[config.mk]
export PLATFORM = sky130hd
export DESIGN_NAME = sensor_conditioner
export DESIGN_NICKNAME = d
export VERILOG_FILES = /design/src/rtl/train_pkg.sv /design/src/rtl/sensor_debounce_ch.sv /design/src/rtl/sensor_conditioner.sv
export SDC_FILE = /design/constraint.sdc
export NUM_CORES = 1
export LEC_CHECK = 0
export CAP_MARGIN = 20
export CORE_MARGIN = 5
export CORE_UTILIZATION = 40
export DETAILED_ROUTE_END_ITERATION = 7
export HOLD_SLACK_MARGIN = 0.1
export PLACE_DENSITY_LB_ADDON = 0.2
export SLEW_MARGIN = 40
export SYNTH_ARGS = -nofsm -noshare
export SYNTH_HDL_FRONTEND = slang
export SYNTH_SLANG_ARGS = --single-unit
[constraint.sdc]
create_clock -name Clock -period 3 [get_ports Clock]
set_clock_uncertainty 0.2 [all_clocks]
set_input_delay 0.3 -clock Clock [delete_from_list [all_inputs] [get_ports Clock]]
set_output_delay 0.3 -clock Clock [all_outputs]
set_load 0.05 [all_outputs]
[src/rtl/train_pkg.sv]
// Shared constants and types for the train-track controller front end.
package train_pkg;

    localparam int NUM_SENSORS      = 4;
    localparam int DEB_CYCLES_DEF   = 4;
    localparam int STUCK_CYCLES_DEF = 1000;

    typedef enum logic [1:0] {
        LOW     = 2'd0,
        RISING  = 2'd1,
        HIGH    = 2'd2,
        FALLING = 2'd3
    } deb_state_t;

endpackage

[src/rtl/sensor_debounce_ch.sv]
// One sensor channel: 2-flop synchronizer, debounce FSM, rise pulse and stuck-high monitor.
// Stuck monitor is present only when SENSOR_STUCK_DETECT_EN is defined.
module sensor_debounce_ch
    import train_pkg::*;
#(
    parameter int DEBOUNCE_CYCLES = DEB_CYCLES_DEF,
    parameter int STUCK_CYCLES    = STUCK_CYCLES_DEF
) (
    input  logic Clock,
    input  logic RESET,
    input  logic i_raw,
    input  logic i_clr_fault,
    output logic o_sr,
    output logic o_rise,
    output logic o_fault
);

    // The entry cycle into RISING/FALLING already counts as the first sample.
    localparam logic [3:0] DEB_LAST = 4'(DEBOUNCE_CYCLES - 1);

    logic       r_s1;
    logic       r_s2;
    deb_state_t r_state;
    deb_state_t w_state_nxt;
    logic [3:0] r_cnt;
    logic [3:0] w_cnt_nxt;
    logic       r_sr;
    logic       r_rise;
    logic       w_commit_rise;
    logic       w_sr_nxt;

    always_ff @(posedge Clock or negedge RESET) begin
        if (!RESET) begin
            r_s1 <= 1'b0;
            r_s2 <= 1'b0;
        end else begin
            r_s1 <= i_raw;
            r_s2 <= r_s1;
        end
    end

    always_comb begin
        w_state_nxt = r_state;
        w_cnt_nxt   = r_cnt;
        unique case (r_state)
            LOW: begin
                if (r_s2) begin
                    w_state_nxt = RISING;
                    w_cnt_nxt   = 4'd1;
                end
            end
            RISING: begin
                if (!r_s2) begin
                    w_state_nxt = LOW;
                    w_cnt_nxt   = 4'd0;
                end else if (r_cnt >= DEB_LAST) begin
                    w_state_nxt = HIGH;
                    w_cnt_nxt   = 4'd0;
                end else begin
                    w_cnt_nxt   = r_cnt + 4'd1;
                end
            end
            HIGH: begin
                if (!r_s2) begin
                    w_state_nxt = FALLING;
                    w_cnt_nxt   = 4'd1;
                end
            end
            FALLING: begin
                if (r_s2) begin
                    w_state_nxt = HIGH;
                    w_cnt_nxt   = 4'd0;
                end else if (r_cnt >= DEB_LAST) begin
                    w_state_nxt = LOW;
                    w_cnt_nxt   = 4'd0;
                end else begin
                    w_cnt_nxt   = r_cnt + 4'd1;
                end
            end
            default: begin
                w_state_nxt = LOW;
                w_cnt_nxt   = 4'd0;
            end
        endcase
    end

    assign w_commit_rise = (r_state == RISING) && (w_state_nxt == HIGH);
    assign w_sr_nxt      = (w_state_nxt == HIGH) || (w_state_nxt == FALLING);

    // Outputs are registered from the next state so they line up with the state change.
    always_ff @(posedge Clock or negedge RESET) begin
        if (!RESET) begin
            r_state <= LOW;
            r_cnt   <= 4'd0;
            r_sr    <= 1'b0;
            r_rise  <= 1'b0;
        end else begin
            r_state <= w_state_nxt;
            r_cnt   <= w_cnt_nxt;
            r_sr    <= w_sr_nxt;
            r_rise  <= w_commit_rise;
        end
    end

    assign o_sr   = r_sr;
    assign o_rise = r_rise;

`ifdef SENSOR_STUCK_DETECT_EN
    localparam int                STK_W   = $clog2(STUCK_CYCLES + 1);
    localparam logic [STK_W-1:0]  STK_MAX = STK_W'(STUCK_CYCLES);

    logic [STK_W-1:0] r_stk;
    logic [STK_W-1:0] w_stk_nxt;
    logic             r_fault;

    always_comb begin
        w_stk_nxt = '0;
        if (r_sr) begin
            w_stk_nxt = (r_stk == STK_MAX) ? r_stk : r_stk + 1'b1;
        end
    end

    // Clear beats set; a saturated counter re-raises the flag on the following cycle.
    always_ff @(posedge Clock or negedge RESET) begin
        if (!RESET) begin
            r_stk   <= '0;
            r_fault <= 1'b0;
        end else begin
            r_stk <= w_stk_nxt;
            if (i_clr_fault) begin
                r_fault <= 1'b0;
            end else if (w_stk_nxt == STK_MAX) begin
                r_fault <= 1'b1;
            end
        end
    end

    assign o_fault = r_fault;
`else
    logic w_unused;
    assign w_unused = i_clr_fault | (STUCK_CYCLES < 2);
    assign o_fault  = 1'b0;
`endif

endmodule

[src/rtl/sensor_conditioner.sv]
// Four independent debounced track-sensor channels feeding the track-state FSM.
// Stuck-sensor FAULT logic is enabled by defining SENSOR_STUCK_DETECT_EN.
module sensor_conditioner
    import train_pkg::*;
#(
    parameter int DEBOUNCE_CYCLES = DEB_CYCLES_DEF,
    parameter int STUCK_CYCLES    = STUCK_CYCLES_DEF
) (
    input  logic       Clock,
    input  logic       RESET,
    input  logic [4:1] SR_RAW,
    input  logic       CLR_FAULT,
    output logic [4:1] SR,
    output logic [4:1] SR_RISE,
    output logic [4:1] FAULT
);

    for (genvar gi = 1; gi <= NUM_SENSORS; gi++) begin : g_ch
        sensor_debounce_ch #(
            .DEBOUNCE_CYCLES(DEBOUNCE_CYCLES),
            .STUCK_CYCLES   (STUCK_CYCLES)
        ) u_ch (
            .Clock      (Clock),
            .RESET      (RESET),
            .i_raw      (SR_RAW[gi]),
            .i_clr_fault(CLR_FAULT),
            .o_sr       (SR[gi]),
            .o_rise     (SR_RISE[gi]),
            .o_fault    (FAULT[gi])
        );
    end

endmodule

# Word level (Yosys, flattened, before mapping)
# Cells that the tools add are included.
[word_totals]
reg_bits = 40
input_bits = 7
out_inout_bits = 12
[op_classes]
addsub = 4
order_cmp = 4
n_eq_ne = 28
mux = 52
n_reduce_logical = 16
[op_table]
columns = ["operator", "count"]
rows = [
  ["$mux 4", 20],
  ["$pmux 4 s4", 4],
  ["$mux 2", 24],
  ["$eq 2x2->1 const B", 16],
  ["$pmux 2 s4", 4],
  ["$add 4x1->4 const B", 4],
  ["$ge 4x2->1 const B", 4],
  ["$eq 2x1->1 const B", 4],
  ["$logic_not 2->1", 4],
  ["$ne 2x1->1 const B", 4],
  ["$ne 2x2->1 const B", 4],
  ["$reduce_and 2->1", 4],
  ["$logic_and 1x1->1", 4],
  ["$logic_or 1x1->1", 4],
]

# Longest topological paths before layout
[logic_depth]
word_depth = 6
mapped_depth = 4

# Hierarchy
# From an unflattened synthesis, not the netlist that was laid out.
[unflattened]
cells_unflattened = 108
hier_area_um2 = 1483.9
[by_module_without_submodules]
columns = ["module", "instances", "cells_per_inst", "area_per_inst_um2", "seq_area_each_um2"]
rows = [
  ["sensor_debounce_ch (g_ch[1].u_ch ...)", 3, 27, 360.3, 225.2],
  ["sensor_debounce_ch (g_ch[4].u_ch)", 1, 27, 402.9, 250.2],
]

# Worst setup path after synthesis
# No wires, ideal clock.
[synth_path]
path_kind = "register to register"
start = "register g_ch[4].u_ch.r_cnt[0]"
end = "register g_ch[4].u_ch.r_sr"
arrival_time_ns = 1.354
slack_ns = 1.319
path_stages_with_launch = 5
path_cell_list = "dfrtp_1 -> ha_1 -> or3_4 -> nand2_2 -> mux2_1"
[synth_between]
elab_chain_len = 6
word_cells_on_any_way = 9
cone_classes = "1 x order compare; 2 x eq/ne; 5 x mux; 1 x reduce/logical"
[synth_lines]
columns = ["item", "line_no", "source"]
rows = [
  ["start, declared", "sensor_debounce_ch.sv:25", "logic [3:0] r_cnt;"],
  ["start signal, assigned", "sensor_debounce_ch.sv:99", "r_cnt <= w_cnt_nxt;"],
  ["$ge 4x2->1 (*)", "sensor_debounce_ch.sv:56, sensor_debounce_ch.sv:73", ""],
  ["$mux 2, on equally long branches", "sensor_debounce_ch.sv:73, sensor_debounce_ch.sv:56", ""],
  ["$mux 2, on equally long branches", "sensor_debounce_ch.sv:70, sensor_debounce_ch.sv:53", ""],
  ["$pmux 2 s4 (*)", "sensor_debounce_ch.sv:45", "unique case (r_state)"],
  ["$eq 2x2->1", "sensor_debounce_ch.sv:88", "assign w_sr_nxt = (w_state_nxt == HIGH) || (w_state_nxt == FALLING);"],
  ["$logic_or 1x1->1 (*)", "sensor_debounce_ch.sv:88", ""],
  ["via g_ch[4].u_ch.w_sr_nxt", "sensor_debounce_ch.sv:30", "logic w_sr_nxt;"],
  ["end signal, assigned", "sensor_debounce_ch.sv:100", "r_sr <= w_sr_nxt;"],
  ["end, declared", "sensor_debounce_ch.sv:27", "logic r_sr;"],
]
# Mark *: on every way through the listed nets, which the timed path passes. The rest lies on a longest branch.
# A chain may end at the register's enable or synchronous reset.

# Final worst setup path
[layout_path]
start = "register g_ch[2].u_ch.r_sr"
end = "output SR[2] (netlist name)"
[layout_lines]
columns = ["item", "line_no", "source"]
rows = [
  ["start, declared", "sensor_debounce_ch.sv:27", ""],
  ["start signal, assigned", "sensor_debounce_ch.sv:100", ""],
  ["end, declared", "sensor_conditioner.sv:13", "output logic [4:1] SR,"],
]
# No word-level cell between the ends.

==> impl_metrics.json <==
{
  "total_power_uw": 1770,
  "synth.largest_area_cell": "dfrtp_1",
  "fin_crit_sh_pct": 64.0,
  "ctsResizeCount": 0,
  "antenna_found_initial": 0,
  "die_h_um": 73.9,
  "synth_common_cells": "dfrtp_1, buf_4, and2_1",
  "r2r-end": "g_ch[4].u_ch.o_sr",
  "crit_family": "buffers and inverters",
  "drt_iter0_drc": 37,
  "arrival_ns": 1.42,
  "hold_buffers": 1,
  "core_um2": 3970,
  "clk_path_buf_depth": 2,
  "rsz0062_at_grt": "false",
  "setup_violations": 0,
  "max_stage_delay_ns": 0.80,
  "fin_crit_ns": 1.92,
  "p_leak_uw": 0.000868,
  "tns_ns": 0,
  "wl_um": 2150,
  "yosysMostFrequentCell": "dfrtp_1",
  "final_core_utilization_pct": 46.9,
  "reg2reg_from": "g_ch[4].u_ch.r_cnt[0]",
  "drv_cap": 0,
  "synth_top_area_share_pct": 61.3,
  "drc": 0,
  "internal_power_uw": 1180,
  "r2r_slack_ns": 1.25,
  "whs_ns": 0.151,
  "worst_pin_slew_ns": 0.496,
  "ant_nets": 0,
  "timing.fmax_mhz": 521,
  "synth_area_um2": 1630,
  "p_comb_share_pct": 31.0,
  "powerDensity_nw_per_um2": 947,
  "grt_pass1_wl_um": 3710,
  "dp_hpwl_um": 1460,
  "synth_edf_count": 0,
  "die-width_um": 73.9,
  "synth_ff_type": "dfrtp_1",
  "syn_area_per_cell_um2": 13.7,
  "cp-start-kind": "flop",
  "async_flop_share_pct": 100,
  "drt-vias-per-instance": 4.60,
  "worstSetupPathType": "reg -> out",
  "cts_setup_buffers": 0,
  "worstHoldStart": "g_ch[2].u_ch.r_s1",
  "initial_utilization_pct": 41.1,
  "pwr-share-seq_pct": 45.2,
  "area_growth_syn_to_layout_pct": 14.0,
  "synth_cell_types": 27,
  "cts_tree": "done",
  "yosysSeqAreaShare_pct": 61.3,
  "hold_viol_final": 0,
  "ir_drop_mv": 0.384,
  "syn_inst": 119,
  "power.share.clock_pct": 23.8,
  "crit_buf_inv": 1,
  "synth-seq-cells": 40,
  "num_rows": 23,
  "cts_sinks": 40,
  "crit_slowest_cell": "clkdlybuf4s50_1",
  "clockRootBuffer": "clkbuf_8",
  "clk_pin_slew_worst_paths_ns": 0.07,
  "postPlaceCellArea_um2": 1750,
  "dieArea_um2": 5460,
  "finalMaxSlewViolations": 0,
  "grt_overflow": 0,
  "switching_power_uw": 584,
  "grt_pass1_vias": 838,
  "routedWlPerCell_um": 11.8,
  "final_nets": 142,
  "gp_congestion": 0.767,
  "end_kind": "output pin",
  "vias": 838,
  "worstHoldEndpoint": "g_ch[2].u_ch.r_s2",
  "switching_share_pct": 33.1,
  "min_path_cells": 0,
  "grt_start_max_net_pins": 41,
  "final_area_um2": 1860,
  "clock_latency_ns": 0.29,
  "diodes": 0,
  "relSlewSlack_pct": 66.8,
  "cp_max_fo": 1,
  "final_layout_size_suffix_gt1_share_pct": 17.4,
  "firstDrtPassIters": 4,
  "reg2reg_depth": 4,
  "yosys-top-cells-area": "dfrtp_1, buf_4, mux2_4, and2_1, ha_1",
  "ctsHtreeMaxLevel": 2,
  "path_cells": "clkdlybuf4s50_1",
  "cts_buffers": 5,
  "grtUsageTotal_pct": 9.18,
  "yosysWarningCount": 0,
  "required_ns": 2.50,
  "pin_count": 19,
  "hold_path.class": "reg -> reg",
  "port-buffer-count": 13,
  "outcome": "complete, no violations"
}
==> cell usage in the layout (no fill, tap or decap), types with 2 or more instances in the layout <==
| cell type | n |
|---|---|
| o21ai_0 | 2 |
| ha_1 | 4 |
| nor2_1 | 4 |
| or3_4 | 4 |
| conb_1 | 4 |
| and2_1 | 10 |
| mux2_4 | 6 |
| nand4_1 | 2 |
| clkbuf_8 | 5 |
| dfrtp_1 | 40 |
| xor2_1 | 4 |
| clkdlybuf4s50_1 | 12 |
| nand2_4 | 3 |
| mux2_1 | 2 |
| o21a_1 | 4 |
| nand2b_1 | 2 |
| nor3b_1 | 4 |
| o21ai_1 | 4 |
| nor3_1 | 2 |
==> registers in the layout (all words and copies together) (netlist names) <==
| register | cells |
|---|---|
| g_ch.u_ch.r_s2 | 4 |
| g_ch.u_ch.r_s1 | 4 |
| g_ch.u_ch.o_rise | 4 |
| g_ch.u_ch.o_sr | 4 |
| g_ch.u_ch.r_cnt | 16 |
| g_ch.u_ch.r_state | 8 |
==> layer usage <==
layer / GRT usage [%] / vias up / wire length, µm
met5: 0 / - / 0
met4: 5.23 / 0 / 57
met2: 12.4 / 22 / 914
met1: 12.1 / 397 / 1040
met3: 4.24 / 8 / 138
li1: - / 411 / -
==> cell families after synthesis <==
| family | synth area share, % |
|---|---|
| AO/OA/AOI/OAI | 4.98 |
| XOR/XNOR | 2.68 |
| adder cells (fa/ha/maj) | 3.06 |
| buffers and inverters | 5.51 |
| flip-flops | 61.3 |
| multiplexers | 6.89 |
| other | 0.229 |
| AND/OR/NAND/NOR | 15.4 |
==> how the worst max path moves through the flow <==
stage                                     start                      end  slack (ns)  cells after the start
final                         g_ch[2].u_ch.o_sr                    SR[2]        1.08                      1
after global routing        g_ch[2].u_ch.o_rise               SR_RISE[2]        1.02                      1
after CTS                     g_ch[2].u_ch.o_sr                    SR[2]        1.06                      1
after detailed placement  g_ch[4].u_ch.r_cnt[0]  g_ch[4].u_ch.r_state[1]        1.26                      4
after global placement    g_ch[4].u_ch.r_cnt[0]        g_ch[4].u_ch.o_sr        1.28                      4
after floorplan           g_ch[4].u_ch.r_cnt[0]        g_ch[4].u_ch.o_sr        1.32                      4
==> per-stage QoR <==
step / worst slack, ns / std cells
2_1_floorplan: 1.32 / 122
3_3_place_gp: 1.28 / 173
6_report: 1.08 / 182
5_1_grt: 1.02 / 182
4_1_cts: 1.06 / 182
3_5_place_dp: 1.26 / 173
==> power by group through the flow <==
stage                     registers, µW  clock network, µW  logic (µW)
after floorplan                     779                  0         474
after global placement              800                  0         533
after detailed placement            803                  0         549
after CTS                           796                438         553
after global routing                817                464         593
final                               797                420         547
==> cell type report <==
cell class                 count  area [µm²]
sequential                    40        1000
tap                           50        62.6
timing repair buffer          14         138
clock buffer                   6        72.6
multi-input combinational     70         554
clock inverter                 2        35.0
fill                         363        2110
(Power assumes the default switching activity.)
